`config.mk`:
```
export PLATFORM = sky130hd
export DESIGN_NAME = dcache_controller
export DESIGN_NICKNAME = d
export VERILOG_FILES = /design/src/rtl/dcache_controller.sv
export SDC_FILE = /design/constraint.sdc
export NUM_CORES = 1
export LEC_CHECK = 0
export BUFFER_PORTS_ARGS = -buffer_cell sky130_fd_sc_hd__buf_4
export CORE_MARGIN = 2
export CORE_UTILIZATION = 45
export CTS_BUF_LIST = sky130_fd_sc_hd__clkbuf_16
export CTS_CLUSTER_DIAMETER = 50
export DETAILED_ROUTE_END_ITERATION = 6
export GPL_ROUTABILITY_DRIVEN = 1
export PLACE_DENSITY = 0.73
export RECOVER_POWER = 100
export SLEW_MARGIN = 15
export SYNTH_ARGS = -nofsm -noshare
export SYNTH_HDL_FRONTEND = slang
export SYNTH_SLANG_ARGS = --single-unit
```
`constraint.sdc`:
```
create_clock -name clk -period 5.6 [get_ports clk]
set_input_delay 0.56 -clock clk [delete_from_list [all_inputs] [get_ports clk]]
set_output_delay 0.56 -clock clk [all_outputs]
set_load 0.05 [all_outputs]
```
`src/rtl/dcache_controller.sv`:
```
// Direct-mapped, write-through, no-write-allocate data-cache controller with tag/valid arrays.
// Optional DCACHE_STATS_EN adds saturating hit_count/miss_count outputs.
module dcache_controller #(
  parameter int ADDR_WIDTH  = 10,
  parameter int INDEX_WIDTH = 5
) (
  input  logic                   clk,
  input  logic                   reset,
  input  logic                   cpu_read,
  input  logic                   cpu_write,
  input  logic [ADDR_WIDTH-1:0]  cpu_addr,
  output logic                   stall,
  output logic                   hit,
  output logic [INDEX_WIDTH-1:0] cache_index,
  output logic [1:0]             cache_offset,
  output logic                   cache_refill_we,
  output logic                   cache_word_we,
  output logic                   mem_read,
  output logic                   mem_write,
  output logic [ADDR_WIDTH-1:0]  mem_addr,
  input  logic                   mem_ready
`ifdef DCACHE_STATS_EN
  ,
  output logic [15:0]            hit_count,
  output logic [15:0]            miss_count
`endif
);

  localparam int TAG_WIDTH = ADDR_WIDTH - INDEX_WIDTH - 2;
  localparam int LINES     = 1 << INDEX_WIDTH;

  typedef enum logic [1:0] {IDLE, REFILL, WRITE_THROUGH} state_e;

  state_e                  state_q, state_d;
  logic [ADDR_WIDTH-1:0]   addr_q, addr_d;
  logic [LINES-1:0]        valid_q, valid_d;
  logic [TAG_WIDTH-1:0]    tag_q [LINES];

  logic [TAG_WIDTH-1:0]    cpu_tag, q_tag;
  logic [INDEX_WIDTH-1:0]  cpu_idx, q_idx;
  logic                    idle;

  assign cpu_tag = cpu_addr[ADDR_WIDTH-1:INDEX_WIDTH+2];
  assign cpu_idx = cpu_addr[INDEX_WIDTH+1:2];
  assign q_tag   = addr_q[ADDR_WIDTH-1:INDEX_WIDTH+2];
  assign q_idx   = addr_q[INDEX_WIDTH+1:2];
  assign idle    = (state_q == IDLE);

  assign hit = valid_q[cpu_idx] && (tag_q[cpu_idx] == cpu_tag);

  always_comb begin
    state_d = state_q;
    addr_d  = addr_q;
    valid_d = valid_q;
    case (state_q)
      IDLE: begin
        if (cpu_write) begin
          addr_d  = cpu_addr;
          state_d = WRITE_THROUGH;
        end else if (cpu_read && !hit) begin
          addr_d  = cpu_addr;
          state_d = REFILL;
        end
      end
      REFILL: begin
        if (mem_ready) begin
          valid_d[q_idx] = 1'b1;
          state_d        = IDLE;
        end
      end
      WRITE_THROUGH: begin
        if (mem_ready) state_d = IDLE;
      end
      default: state_d = IDLE;
    endcase
  end

  always_ff @(posedge clk or posedge reset) begin
    if (reset) begin
      state_q <= IDLE;
      addr_q  <= '0;
      valid_q <= '0;
    end else begin
      state_q <= state_d;
      addr_q  <= addr_d;
      valid_q <= valid_d;
    end
  end

  // Tags need no reset: a line is only consulted once its valid bit is set.
  always_ff @(posedge clk) begin
    if (cache_refill_we) tag_q[q_idx] <= q_tag;
  end

  assign cache_index     = idle ? cpu_idx : q_idx;
  assign cache_offset    = idle ? cpu_addr[1:0] : addr_q[1:0];
  assign mem_read        = (state_q == REFILL);
  assign mem_write       = (state_q == WRITE_THROUGH);
  assign mem_addr        = mem_read ? {addr_q[ADDR_WIDTH-1:2], 2'b00} : addr_q;
  assign cache_refill_we = mem_read && mem_ready;
  assign cache_word_we   = !reset && idle && cpu_write && hit;

  always_comb begin
    stall = 1'b0;
    case (state_q)
      IDLE:          stall = !reset && (cpu_write || (cpu_read && !hit));
      REFILL:        stall = 1'b1;
      WRITE_THROUGH: stall = !mem_ready;
      default:       stall = 1'b0;
    endcase
  end

`ifdef DCACHE_STATS_EN
  logic [15:0] hit_count_q, miss_count_q;

  always_ff @(posedge clk or posedge reset) begin
    if (reset) begin
      hit_count_q  <= '0;
      miss_count_q <= '0;
    end else if (idle && (cpu_read || cpu_write)) begin
      if (hit) begin
        if (hit_count_q != 16'hFFFF) hit_count_q <= hit_count_q + 16'd1;
      end else begin
        if (miss_count_q != 16'hFFFF) miss_count_q <= miss_count_q + 16'd1;
      end
    end
  end

  assign hit_count  = hit_count_q;
  assign miss_count = miss_count_q;
`endif

endmodule

```
After elaboration in Yosys (flattened, before gate mapping):

Memories as Yosys holds them, arrays and structs flattened.
Index checks and enable logic that the tools add are counted.

* RAM bits: 96
* logic and storage cells: 47
* register bits after elaboration: 44
* memories kept: 1
* bits of input ports: 15

Memory list
* tag_q: depth 32, width 3, read ports 1, clocked after Yosys merged registers in 0, wr ports 1, RTL line 37 `logic [TAG_WIDTH-1:0] tag_q [LINES];`

* mux-type cells: 16
* order comparisons: 3
* reductions and logical operators: 18
* bitwise logic cells: 1
* equal/unequal tests: 5

Operator list (count)
* 32-bit OR: 1
* 10-bit 2-to-1 mux: 2
* 5-bit by 6-bit < comparator with 1-bit output (second input constant): 2
* 2-bit 2-to-1 mux: 5
* 1-bit logical AND: 8
* 2-bit AND reduction: 3
* 1-bit binary-select mux with 5-bit select: 1
* 1-bit demux with 5-bit select: 1
* 5-bit by 1-bit greater-or-equal comparator with 1-bit output (second input constant): 1
* 5-bit 2-to-1 mux: 1
* 1-bit 2-to-1 mux: 4
* 2-bit one-hot mux with 2 select lines: 1
* 3-bit == test: 1
* 1-bit zero test: 3
* 3-bit by 2-bit != test with 1-bit output (second input constant): 1
* 1-bit one-hot mux with 3 select lines: 1
* 2-bit by 1-bit == test with 1-bit output (second input constant): 1
* 2-bit == test (second input constant): 1
* 2-bit zero test: 1
* 2-bit by 1-bit != test with 1-bit output (second input constant): 1
* 2-bit nonzero test: 1
* 2-bit OR reduction: 1
* 1-bit logical OR: 1

Longest topological paths before layout:

* word-level depth: 8
* gate-level depth with buffers: 12
* gate-level depth less buffers: 8

Worst setup path after synthesis:

Ideal clock, no wire load.

* path type: in2out
* start: input cpu_addr[3]
* end: output cache_word_we
* cell stages on the path: 10
* path slack: 1.950 ns
* arrival time: 3.090 ns
* buffers on the path: 3
* cells stage by stage: buf_6 > buf_12 > buf_12 > mux2i_1 > a22oi_1 > a21oi_1 > nor4_2 > xnor2_1 > nand4_1 > nor3_1

* longest elaborated chain between the ends: 4
* elaborated cells on any way between the ends: 6
* those cells by class: eq/ne: 1; mux: 2; reduce/logical: 2; memory: 1

RTL lines
* start, declared: RTL line 11 `input logic [ADDR_WIDTH-1:0] cpu_addr,`
* memory read 32 x 3 bit or 1-bit binary-select mux with 5-bit select (tied branches)
* 3-bit == test or 1-bit 2-to-1 mux (tied branches): RTL line 49 `assign hit = valid_q[cpu_idx] && (tag_q[cpu_idx] == cpu_tag);`
* 1-bit logical AND *: RTL line 49
* 1-bit logical AND *: RTL line 101 `assign cache_word_we = !reset && idle && cpu_write && hit;`
* end, declared: RTL line 17 `output logic cache_word_we,`

Every way passes the cells marked *; elsewhere a longest branch is shown, timed or not. The select of a mux whose other input is x is not followed.

Worst setup path after layout:

* start: input cpu_addr[3]
* end: output stall

* longest elaborated chain between the ends: 8
* elaborated cells on any way between the ends: 10
* those cells by class: eq/ne: 1; mux: 3; reduce/logical: 5; memory: 1

RTL lines
* memory read 32 x 3 bit or 1-bit binary-select mux with 5-bit select (tied branches)
* 3-bit == test or 1-bit 2-to-1 mux (tied branches): RTL line 49
* 1-bit logical AND *: RTL line 49
* 1-bit zero test *: RTL line 106 `IDLE: stall = !reset && (cpu_write || (cpu_read && !hit));`
* 1-bit logical AND *: RTL line 106
* 1-bit logical OR *: RTL line 106
* 1-bit logical AND *: RTL line 106
* 1-bit one-hot mux with 3 select lines *: RTL line 105 `case (state_q)`
* end, declared: RTL line 12 `output logic stall,`

Marks and branches as above.

==> results_dict.tcl <==
set metrics [dict create \
    run_status "complete, but fails checks" \
    failed_checks "max-capacitance violations, max-slew violations" \
    grt_start_max_net_pins 46 \
    final-hold-violation-count 0 \
    hold_class "primary input to register" \
    slew_viol_final 128 \
    die_x_um 121 \
    holdPathEnd "addr_q[1]$_DFFE_PP0P_" \
    drc 0 \
    path_clk_slew_ns 0.06 \
    post-route-min-period_ns 4.64 \
    vdd_drop_max_mv 0.304 \
    drv_cap 4 \
    cp_data_required_time_ns 5.04 \
    wl_mm 13.3 \
    clock_skew_ns 0.00764 \
    async_flop_share_pct 31.4 \
    vias 3517 \
    first_pass_iters 5 \
    yosysWarnings 0 \
    wl_per_cell_um 21.7 \
    grt_overflow 0 \
    holdPathStages 2 \
    tns_ns 0 \
    powerDensity_nw_per_um2 503 \
    worst_setup_path_start_kind "primary input" \
    synth_area_um2 6140 \
    reg2regPathDepth 7 \
    n_antenna_cell 0 \
    rrSetupSlack_ns 2.20 \
    slowest_stage "a41oi_1" \
    grt_pass1_wl_mm 20.7 \
    cts_buffers 17 \
    clock_latency_ns 0.42 \
    cp_data_arrival_time_ns 4.08 \
    antenna_found_initial 0 \
    seq_area_frac_synth_pct 64.9 \
    ys.flop_type "edfxtp_1" \
    ys_types 42 \
    crit_type "primary input to output pin" \
    cts_setup_buffers 0 \
    final_nets 446 \
    start_util_pct 46.2 \
    maxSlewHeadroom_pct -19.9 \
    cts.htree.levels 4 \
    placed_cells 584 \
    post_cts_resize_count 0 \
    holdBufCountCts 0 \
    ys_ff_latch 140 \
    first_global_vias 3492 \
    drive_gt1_share_pct 23.9 \
    synthCells 395 \
    r2r-start "tag_q[14][2]$_DFFE_PP_" \
    num_rows 42 \
    gp_congestion 0.824 \
    synth_top_area_share_pct 47.0 \
    yosysMostFrequentCell "edfxtp_1" \
    die_area_um2 14600 \
    cts_sinks 140 \
    worstSetupStartpoint "cpu_addr[3]" \
    port-buffer-count 37 \
    layout.cells.non_filler 616 \
    syn-num-nets 414 \
    boundaryPins 38 \
    endpoint_kind "output pin" \
    clock_path_buffers 2 \
    synth_edf_count 96 \
    synth.area.top_cells "edfxtp_1 47%, dfrtp_1 18%, mux2i_1 6.0%" \
    cpPeakStageDelay_ns 1.28 \
    drt_iter0_drc 342 \
    cts_root_buf "clkbuf_16" \
    yosys.area.top_type "edfxtp_1" \
    fin_crit_sh_pct 82.8 \
    core_um2 13300 \
    power.leakage_nw 2.71 \
    synth_common_cells "96 x edfxtp_1, 44 x dfrtp_1, 38 x nor2_1" \
    syn_area_per_cell_um2 15.5 \
    dp_hpwl_mm 8.57 \
    ant_nets 0 \
    vias_per_cell 5.71 \
    area_growth_pct 11.8 \
    setup_viol 0 \
    rsz0062_at_grt "false" \
    fillers 1125 \
    crit_fanout 43 \
    final_util_pct 51.6 \
    r2r-end "addr_q[9]$_DFFE_PP0P_" \
    fmaxAchievable_mhz 216 \
    tightestPinTransition_ns 1.80 \
    cts_tree "done" \
    min-delay-start "cpu_addr[1]" \
    fp.dieH_um 121 \
    grt_usage_pct 19.9 \
    crit_chain "buf_4 > mux4_1 > nand2_1 > nand2_1 > o221ai_1 > xor2_1 > a41oi_1 > a221oi_2 > nor2_1 > buf_4" \
]
[worst max path at each step]
| stage | to | slack [ns] | cells after the start |
|---|---|---|---|
| after CTS | stall | 1.44 | 10 |
| after global routing | stall | 0.78 | 10 |
| after global placement | stall | 1.54 | 10 |
| final | stall | 0.96 | 10 |
| after floorplan | cache_word_we | 1.95 | 10 |
| after detailed placement | stall | 1.46 | 10 |
[per-layer routing]
metal  global-route usage [%]  vias to the layer above  routed length, um
met2                     28.4                      181               5920
met4                     7.70                        0                318
li1                         -                     1533                  -
met5                        0                        -                  0
met1                     29.0                     1769               6050
met3                     5.42                       34               1050
[metrics by stage]
step / worst slack (ns) / area [um2] / hold slack (ns) / power [mW]
global placement: 1.54 / 6440 / 0.444 / 2.50
floorplan: 1.95 / 6140 / 0.434 / 2.25
detailed placement: 1.46 / 6440 / 0.449 / 2.53
CTS: 1.44 / 6960 / 0.358 / 3.52
finish: 0.961 / 6860 / 0.379 / 3.45
global route: 0.784 / 6860 / 0.362 / 3.59
[registers in the layout (all words and copies together), names as in the netlist]
signal / cells
tag_q: 96
addr_q: 10
state_q: 2
valid_q: 32
[critical path, delay by kind of cell]
| kind | cells | cell delay (ns) |
|---|---|---|
| xor gates and xnor gates | 1 | 0.13 |
| muxes | 1 | 0.65 |
| and+or+nand+nor | 3 | 0.33 |
| AOI/OAI and AO/OA | 3 | 1.61 |
| buffers and inverters | 2 | 0.76 |
[layout by cell type (no fill, tap or decap), drive strengths merged, types with 13 or more instances in the layout]
master / instances
a22oi: 16
buf: 14
clkbuf: 43
dfrtp: 44
edfxtp: 96
inv: 13
mux2: 17
mux2i: 37
mux4: 17
nand2: 13
nor2: 39
or2: 32
[cell families (layout without fill, tap and decap cells)]
| kind of cell | after synthesis | in the layout | share of synthesized area (%) |
|---|---|---|---|
| AO/OA/AOI/OAI | 33 | 33 | 4.06 |
| XOR/XNOR | 3 | 3 | 0.428 |
| adder cells (fa/ha/maj) | 4 | 4 | 0.815 |
| buffers and inverters | 34 | 79 | 4.06 |
| flip-flops | 140 | 140 | 64.9 |
| multiplexers | 71 | 71 | 16.4 |
| AND/OR/NAND/NOR | 110 | 110 | 9.38 |
[report_power, final]
part	total [mW]	switching, mW	internal, mW
sequential	1.49	0.129	1.36
clock	0.998	0.404	0.594
combinational	0.963	0.652	0.311
total	3.45	1.18	2.26
[layout make-up]
class	count	area, um2	area share (%)
inverter	7	26.3	0.383
multi-input combinational	221	1900	27.7
clock inverter	15	100	1.46
clock buffer	17	425	6.20
tap	176	220	3.21
sequential	140	3980	58.1
timing repair buffer	40	206	3.01
Power figures use the tool's default switching activity.
